==> config.mk <==
export PLATFORM = sky130hd
export DESIGN_NAME = dmem_arbiter
export DESIGN_NICKNAME = d
export VERILOG_FILES = /design/src/rtl/dmem_arbiter.sv
export SDC_FILE = /design/constraint.sdc
export NUM_CORES = 1
export LEC_CHECK = 0
export BUFFER_PORTS_ARGS = -buffer_cell sky130_fd_sc_hd__buf_2
export CAP_MARGIN = 10
export CORE_UTILIZATION = 42
export CTS_CLUSTER_DIAMETER = 150
export DETAILED_ROUTE_END_ITERATION = 6
export PLACE_DENSITY = 0.79
export SYNTH_ARGS = -nofsm -noshare
export SYNTH_HDL_FRONTEND = slang
export SYNTH_SLANG_ARGS = --single-unit
==> constraint.sdc <==
create_clock -name clk -period 4 [get_ports clk]
set_input_delay 0.2 -clock clk [delete_from_list [all_inputs] [get_ports clk]]
set_output_delay 0.2 -clock clk [all_outputs]
set_load 0.01 [all_outputs]
==> src/rtl/dmem_arbiter.sv <==
// dmem_arbiter: two-port fixed-priority arbiter and sequencer for the big-endian data memory.
//   Port 0 (CPU MEM stage) has priority. A starvation counter guarantees port 1 (loader/debug)
//   a grant once it has lost STARVE_LIMIT times in a row.
//   Every access takes IDLE (grant) -> SERVE (memory cycle) -> RESP (ack).
// Optional feature: define DMEM_ARB_RANGE_CHECK_EN to reject accesses outside
//   [ADDR_BASE, ADDR_BASE+MEM_BYTES). A rejected access gets pN_err and zero rdata.
// Ports:
//   clk, rst            clock, asynchronous active-high reset
//   pN_req/we/addr/wdata request side (N = 0,1); req is held until pN_ack
//   pN_ack/rdata/err     one-cycle completion pulse, read word (held), out-of-range flag
//   mem_read/mem_write   memory enables, asserted only in SERVE
//   mem_address/mem_data memory address and write word, held outside SERVE
//   mem_result           combinational memory read data
module dmem_arbiter #(
    parameter int ADDR_BASE    = 1024,
    parameter int MEM_BYTES    = 256,
    parameter int STARVE_LIMIT = 4
) (
    input  logic        clk,
    input  logic        rst,
    input  logic        p0_req,
    input  logic        p0_we,
    input  logic [31:0] p0_addr,
    input  logic [31:0] p0_wdata,
    output logic        p0_ack,
    output logic [31:0] p0_rdata,
    output logic        p0_err,
    input  logic        p1_req,
    input  logic        p1_we,
    input  logic [31:0] p1_addr,
    input  logic [31:0] p1_wdata,
    output logic        p1_ack,
    output logic [31:0] p1_rdata,
    output logic        p1_err,
    output logic        mem_read,
    output logic        mem_write,
    output logic [31:0] mem_address,
    output logic [31:0] mem_data,
    input  logic [31:0] mem_result
);
    typedef enum logic [1:0] {IDLE, SERVE, RESP} state_t;
    localparam logic [3:0] LIMIT = 4'(STARVE_LIMIT);
    state_t      state_q, state_d;
    logic        gnt_q, gnt_d;
    logic        we_q, we_d;
    logic [31:0] addr_q, addr_d;
    logic [31:0] data_q, data_d;
    logic [3:0]  wait_q, wait_d;
    logic [31:0] p0_rdata_q, p0_rdata_d;
    logic [31:0] p1_rdata_q, p1_rdata_d;
    logic        pick1;
    logic        in_range;
    logic [31:0] rd_word;
`ifdef DMEM_ARB_RANGE_CHECK_EN
    // The last byte of the addressed word must also lie inside the memory.
    assign in_range = ({1'b0, addr_q} >= 33'(ADDR_BASE)) &&
                      ({1'b0, addr_q[31:2], 2'b11} < 33'(ADDR_BASE + MEM_BYTES));
`else
    assign in_range = 1'b1;
`endif
    assign rd_word = in_range ? mem_result : 32'h0;
    // Port 1 wins only when uncontested or once port 0 has used up its tolerated wins.
    assign pick1 = p1_req & (~p0_req | (wait_q == LIMIT));
    always_comb begin
        state_d    = state_q;
        gnt_d      = gnt_q;
        we_d       = we_q;
        addr_d     = addr_q;
        data_d     = data_q;
        wait_d     = wait_q;
        p0_rdata_d = p0_rdata_q;
        p1_rdata_d = p1_rdata_q;
        case (state_q)
            IDLE: if (p0_req | p1_req) begin
                state_d = SERVE;
                gnt_d   = pick1;
                we_d    = pick1 ? p1_we : p0_we;
                addr_d  = pick1 ? p1_addr : p0_addr;
                data_d  = pick1 ? p1_wdata : p0_wdata;
                wait_d  = pick1 ? 4'd0 : (p1_req && wait_q != LIMIT) ? wait_q + 4'd1 : wait_q;
            end
            SERVE: begin
                state_d = RESP;
                if (!we_q && gnt_q) p1_rdata_d = rd_word;
                if (!we_q && !gnt_q) p0_rdata_d = rd_word;
            end
            default: state_d = IDLE;
        endcase
    end
    always_ff @(posedge clk or posedge rst) begin
        if (rst) begin
            state_q    <= IDLE;
            gnt_q      <= 1'b0;
            we_q       <= 1'b0;
            addr_q     <= 32'h0;
            data_q     <= 32'h0;
            wait_q     <= 4'd0;
            p0_rdata_q <= 32'h0;
            p1_rdata_q <= 32'h0;
        end else begin
            state_q    <= state_d;
            gnt_q      <= gnt_d;
            we_q       <= we_d;
            addr_q     <= addr_d;
            data_q     <= data_d;
            wait_q     <= wait_d;
            p0_rdata_q <= p0_rdata_d;
            p1_rdata_q <= p1_rdata_d;
        end
    end
    // The latched address/data feed the memory pins directly: loaded at the grant edge,
    // they are valid through SERVE and simply hold afterwards.
    assign mem_address = addr_q;
    assign mem_data    = data_q;
    assign mem_read    = (state_q == SERVE) & ~we_q & in_range;
    assign mem_write   = (state_q == SERVE) & we_q & in_range;
    assign p0_ack      = (state_q == RESP) & ~gnt_q;
    assign p1_ack      = (state_q == RESP) & gnt_q;
    assign p0_err      = p0_ack & ~in_range;
    assign p1_err      = p1_ack & ~in_range;
    assign p0_rdata    = p0_rdata_q;
    assign p1_rdata    = p1_rdata_q;
endmodule

Word level (Yosys, flattened, before mapping) --
Cells that the tools add are included.
Word-level totals: flip-flop bits (word level) 136, input port bits 166, output and inout port bits 134, word-level logic and storage cells 42
Operators by class: add/subtract/negate cells 1, eq/ne operators 5, multiplexer cells 7, bitwise logic cells 10, reductions and logical operators 11
Operators with widths (count):
- $mux W32 | 2
- $mux W4 | 2
- $reduce_and A2 Y1 | 3
- $and A1 B1 Y1 | 5
- $add A4 B1 Y4 const B | 1
- $eq A4 B3 Y1 const B | 1
- $ne A4 B3 Y1 const B | 1
- $pmux W2 S2 | 1
- $logic_and A1 B1 Y1 | 3
- $not A1 Y1 | 3
- $reduce_and A3 Y1 | 1
- $eq A2 B1 Y1 const B | 1
- $eq A2 B2 Y1 const B | 1
- $logic_not A1 Y1 | 2
- $logic_not A2 Y1 | 1
- $mux W2 | 1
- $ne A2 B2 Y1 const B | 1
- $or A1 B1 Y1 | 2
- $reduce_bool A2 Y1 | 1
- $mux W1 | 1

Longest topological paths before layout --
depth in word-level cells 5, gate-level depth with buffers 7, depth with buffers taken out 5

Worst setup path before layout --
OpenSTA, ideal clock, no wires.
path kind register to register, start point register state_q[1], end point register p1_rdata_q[13], in the netlist p1_rdata[13], setup time 0.125 ns, arrival time 1.453 ns, data required time 3.875 ns, setup slack 2.422 ns, cell stages (with the launch flop) 6, buffers on the path 2, period minus slack after synthesis 1.578 ns, path through dfrtp_1 -> nor3b_2 -> and2_1 -> buf_4 -> buf_6 -> mux2_2
Between the ends: word-level cells in the longest chain between the ends 2
Ends and longest elaborated chain:
- start: declaration | line 43 | state_t state_q, state_d;
- start signal: assignment | line 101 | state_q <= state_d;
- $eq A2 B1 Y1 | line 73 | case (state_q)
- $reduce_and A2 Y1 (no line)
- end signal: assignment | line 108 | p1_rdata_q <= p1_rdata_d;
- end: declaration | line 50 | logic [31:0] p1_rdata_q, p1_rdata_d;
Every way passes these cells. A chain may end at the register's enable or synchronous reset.

Worst setup path after layout --
start point register wait_q[0], end point register addr_q[25], in the netlist mem_address[25]
Between the ends: word-level cells in the longest chain between the ends 4
Ends and longest elaborated chain:
- start: declaration | line 48 | logic [3:0] wait_q, wait_d;
- start signal: assignment | line 106 | wait_q <= wait_d;
- $eq A4 B3 Y1 | line 63 | assign pick1 = p1_req & (~p0_req | (wait_q == LIMIT));
- $or A1 B1 Y1 | line 63
- $and A1 B1 Y1 | line 63
- $mux W32 | line 78 | addr_d = pick1 ? p1_addr : p0_addr;
- end signal: assignment | line 104 | addr_q <= addr_d;
- end: declaration | line 46 | logic [31:0] addr_q, addr_d;
Every way passes these cells.

==> flow_metrics.py <==
metrics = {
    "synthesis": {
        "synth_most_common_cell": "dfrtp_1",
        "yosys_warnings": 0,
        "synth_edf_count": 0,
        "yosys.cell_types.count": 32,
        "ys_top_cells_by_area": "dfrtp_1 55%, mux2_2 9.2%, o221ai_1 9.1%, nand4_1 6.8%, nand3_1 5.3%",
        "synth_cells": 557,
        "ys_seq_elements": 136,
        "avgSynthCellArea_sq_um": 11.2,
        "ys.flop_type": "dfrtp_1",
        "yosys-top-cells-count": "136 x dfrtp_1, 69 x inv_1, 68 x nand4_1",
        "syn_area_sq_mm": 0.00624,
        "yosysSeqAreaShare": 0.545,
        "yosysTopAreaCell": "dfrtp_1",
        "synthArstFlopShare": 1.00,
        "synth_top_area_share": 0.545,
    },
    "sta": {
        "hold_ws_ns": -0.0196,
        "rsz0062_at_grt": "false",
        "fin_crit_sh": 0.577,
        "fmax_mhz": 433,
        "period_minus_slack_ns": 2.31,
        "setup_ws_ns": 1.69,
        "finClkSkew_ns": 0.00960,
        "hold_violations": 6,
        "setup_viol": 0,
        "tightest_slew_ns": 0.948,
        "slew_headroom": 0.368,
        "finalMaxSlewViolations": 0,
        "fin_tns_setup_ns": 0,
    },
    "clock_tree": {
        "clockBufferDepth": 2,
        "htree_levels": 4,
        "cts_tree": "yes",
        "postCtsResizedCells": 0,
        "clk_latency_ns": 0.41,
        "cts_buffers": 17,
        "cts_root_buf": "clkbuf_16",
        "clk_pin_slew_ns": 0.06,
        "cts.sinks": 136,
        "cts_setup_buffers": 0,
    },
    "finish": {
        "nets": 993,
        "fin_area_sq_mm": 0.00833,
        "layout-drive-gt1-share": 0.474,
        "syn_to_final_growth_pct": 33.5,
        "diodes": 0,
    },
    "grt": {
        "grt_usage": 0.220,
        "grt.busiest_layer": "met2",
        "antenna_found_initial": 0,
        "grt_max_degree": 106,
        "use_met3": 0.0682,
        "grtUsageMet1": 0.262,
        "overflow": 0,
        "grt_use_met2": 0.371,
        "grt_pass1_wl_um": 26000,
        "grt_pass1_vias": 5273,
    },
    "floorplanning": {
        "dieWidth_um": 124,
        "start_util": 0.429,
        "core-area_sq_mm": 0.0145,
        "rows": 44,
        "die-area_sq_mm": 0.0154,
        "die_h_um": 124,
        "io_pins": 300,
    },
    "placement": {
        "place_area_sq_mm": 0.00772,
        "port_buffers": 297,
        "gp_congestion": 0.781,
        "dp_hpwl_um": 11400,
        "pre_cts_slack_ns": 1.63,
    },
    "drt": {
        "avgRoutedWirePerCell_um": 16.7,
        "drt_iter0_drc": 298,
        "drt_wl_total_um": 17000,
        "vias_per_cell": 5.49,
        "vias": 5615,
        "drt_first_pass_iters": 4,
        "drc": 0,
        "antenna_left": 0,
    },
    "power_and_ir_drop": {
        "power_density_mw_per_mm2": 821,
        "power_mw": 6.84,
        "power_leakage_nw": 4.12,
        "ir_drop_v": 0.000491,
    },
    "setup_path": {
        "startpoint_type": "register",
        "r2r_cells": 6,
        "end_kind": "register",
        "critPathRequiredTime_ns": 4.24,
        "critPathArrivalTime_ns": 2.55,
        "critPathMaxFanout": 33,
        "crit_type": "register to register",
    },
    "status": {
        "violations": "hold timing",
        "status": "complete, but fails checks",
    },
    "flow_run": {
        "max-cap-violations": 0,
    },
    "hold_path": {
        "hp-class": "primary input to async pin",
    },
}
## layer usage
| layer | vias to the layer above | share of wire |
|---|---|---|
| met5 | - | 0 |
| met4 | 0 | 0.018 |
| met3 | 25 | 0.092 |
| met2 | 258 | 0.49 |
| met1 | 2725 | 0.40 |
| li1 | 2607 | - |
## placed cells by master (no fill, tap or decap), types with 2 or more instances in the layout
| cell type | Yosys | layout |
|---|---|---|
| nand3_1 | 66 | 66 |
| clkinvlp_4 | 0 | 3 |
| conb_1 | 1 | 2 |
| clkinv_4 | 0 | 4 |
| buf_2 | 12 | 297 |
| mux2_2 | 51 | 51 |
| ha_1 | 2 | 2 |
| nand4_1 | 68 | 68 |
| o311ai_0 | 2 | 2 |
| inv_6 | 0 | 5 |
| buf_4 | 10 | 10 |
| o21ai_0 | 2 | 2 |
| nor3b_1 | 2 | 2 |
| mux2_1 | 13 | 13 |
| and2_1 | 2 | 2 |
| bufinv_16 | 0 | 2 |
| nand2_1 | 5 | 5 |
| dfrtp_1 | 136 | 136 |
| o221ai_1 | 65 | 65 |
| clkbuf_16 | 0 | 17 |
| inv_1 | 69 | 68 |
## logic make-up after synthesis
kind of cell    Yosys count  share of synthesized area
compound gates           72                      0.100
fa+ha+maj                 2                    0.00401
buf+inv                 130                     0.0950
flops                   136                      0.545
mux                      64                      0.115
other cells               1                   0.000601
simple gates            152                      0.140
## worst max-delay path: stages (launching register included)
cell and delay, ns:
dfrtp_1 0.40, inv_1 0.07, ha_1 0.21, nand3b_1 0.15
a21bo_2 0.62, buf_4 0.46, o221ai_1 0.22
## layout make-up
class,count,area (sq um)
flip-flops and latches,136,3400
well taps,184,230
multi-input cells,292,2260
repair buffers,308,1570
fillers,1266,6200
inverters,70,268
clock inverters,14,164
clock buffers,18,439
## where the power goes
group / leakage (nW) / switching, mW / total [mW] / internal (mW)
registers: 1.66 / 0.359 / 2.42 / 2.06
logic: 2.17 / 1.59 / 2.84 / 1.26
clock network: 0.286 / 0.630 / 1.58 / 0.950
## path summary, 6_finish.rpt
check	from	to	slack [ns]
setup / recovery	wait_q[0]	mem_address[25]	1.69
hold / removal	rst	p1_rdata[25]	-0.02
setup reg to reg	wait_q[0]	mem_address[25]	1.69
hold reg to reg	p1_rdata[9]	p1_rdata[9]	0.48
max in group asynchronous	rst	gnt_q	2.97
min in group clk	mem_result[0]	p0_rdata[0]	0.03
## state kept, by name, summed over array words and instances (netlist names)
signal       flops
gnt_q            1
mem_address     32
mem_data        32
p0_rdata        32
p1_rdata        32
state_q          2
wait_q           4
we_q             1
## what timing repair did
| action | 4_1_cts | 5_1_grt |
|---|---|---|
| hold endpoints to repair | 1 | 0 |
| hold buffers | 1 | 0 |
| setup endpoints to repair | 0 | 0 |
## per-stage QoR
stage / cells / util
final: 1022 / 0.573
after global routing: 1022 / 0.573
after CTS: 1022 / 0.573
after detailed placement: 989 / 0.531
after global placement: 989 / 0.531
after floorplan: 558 / -
(Power assumes the default switching activity.)
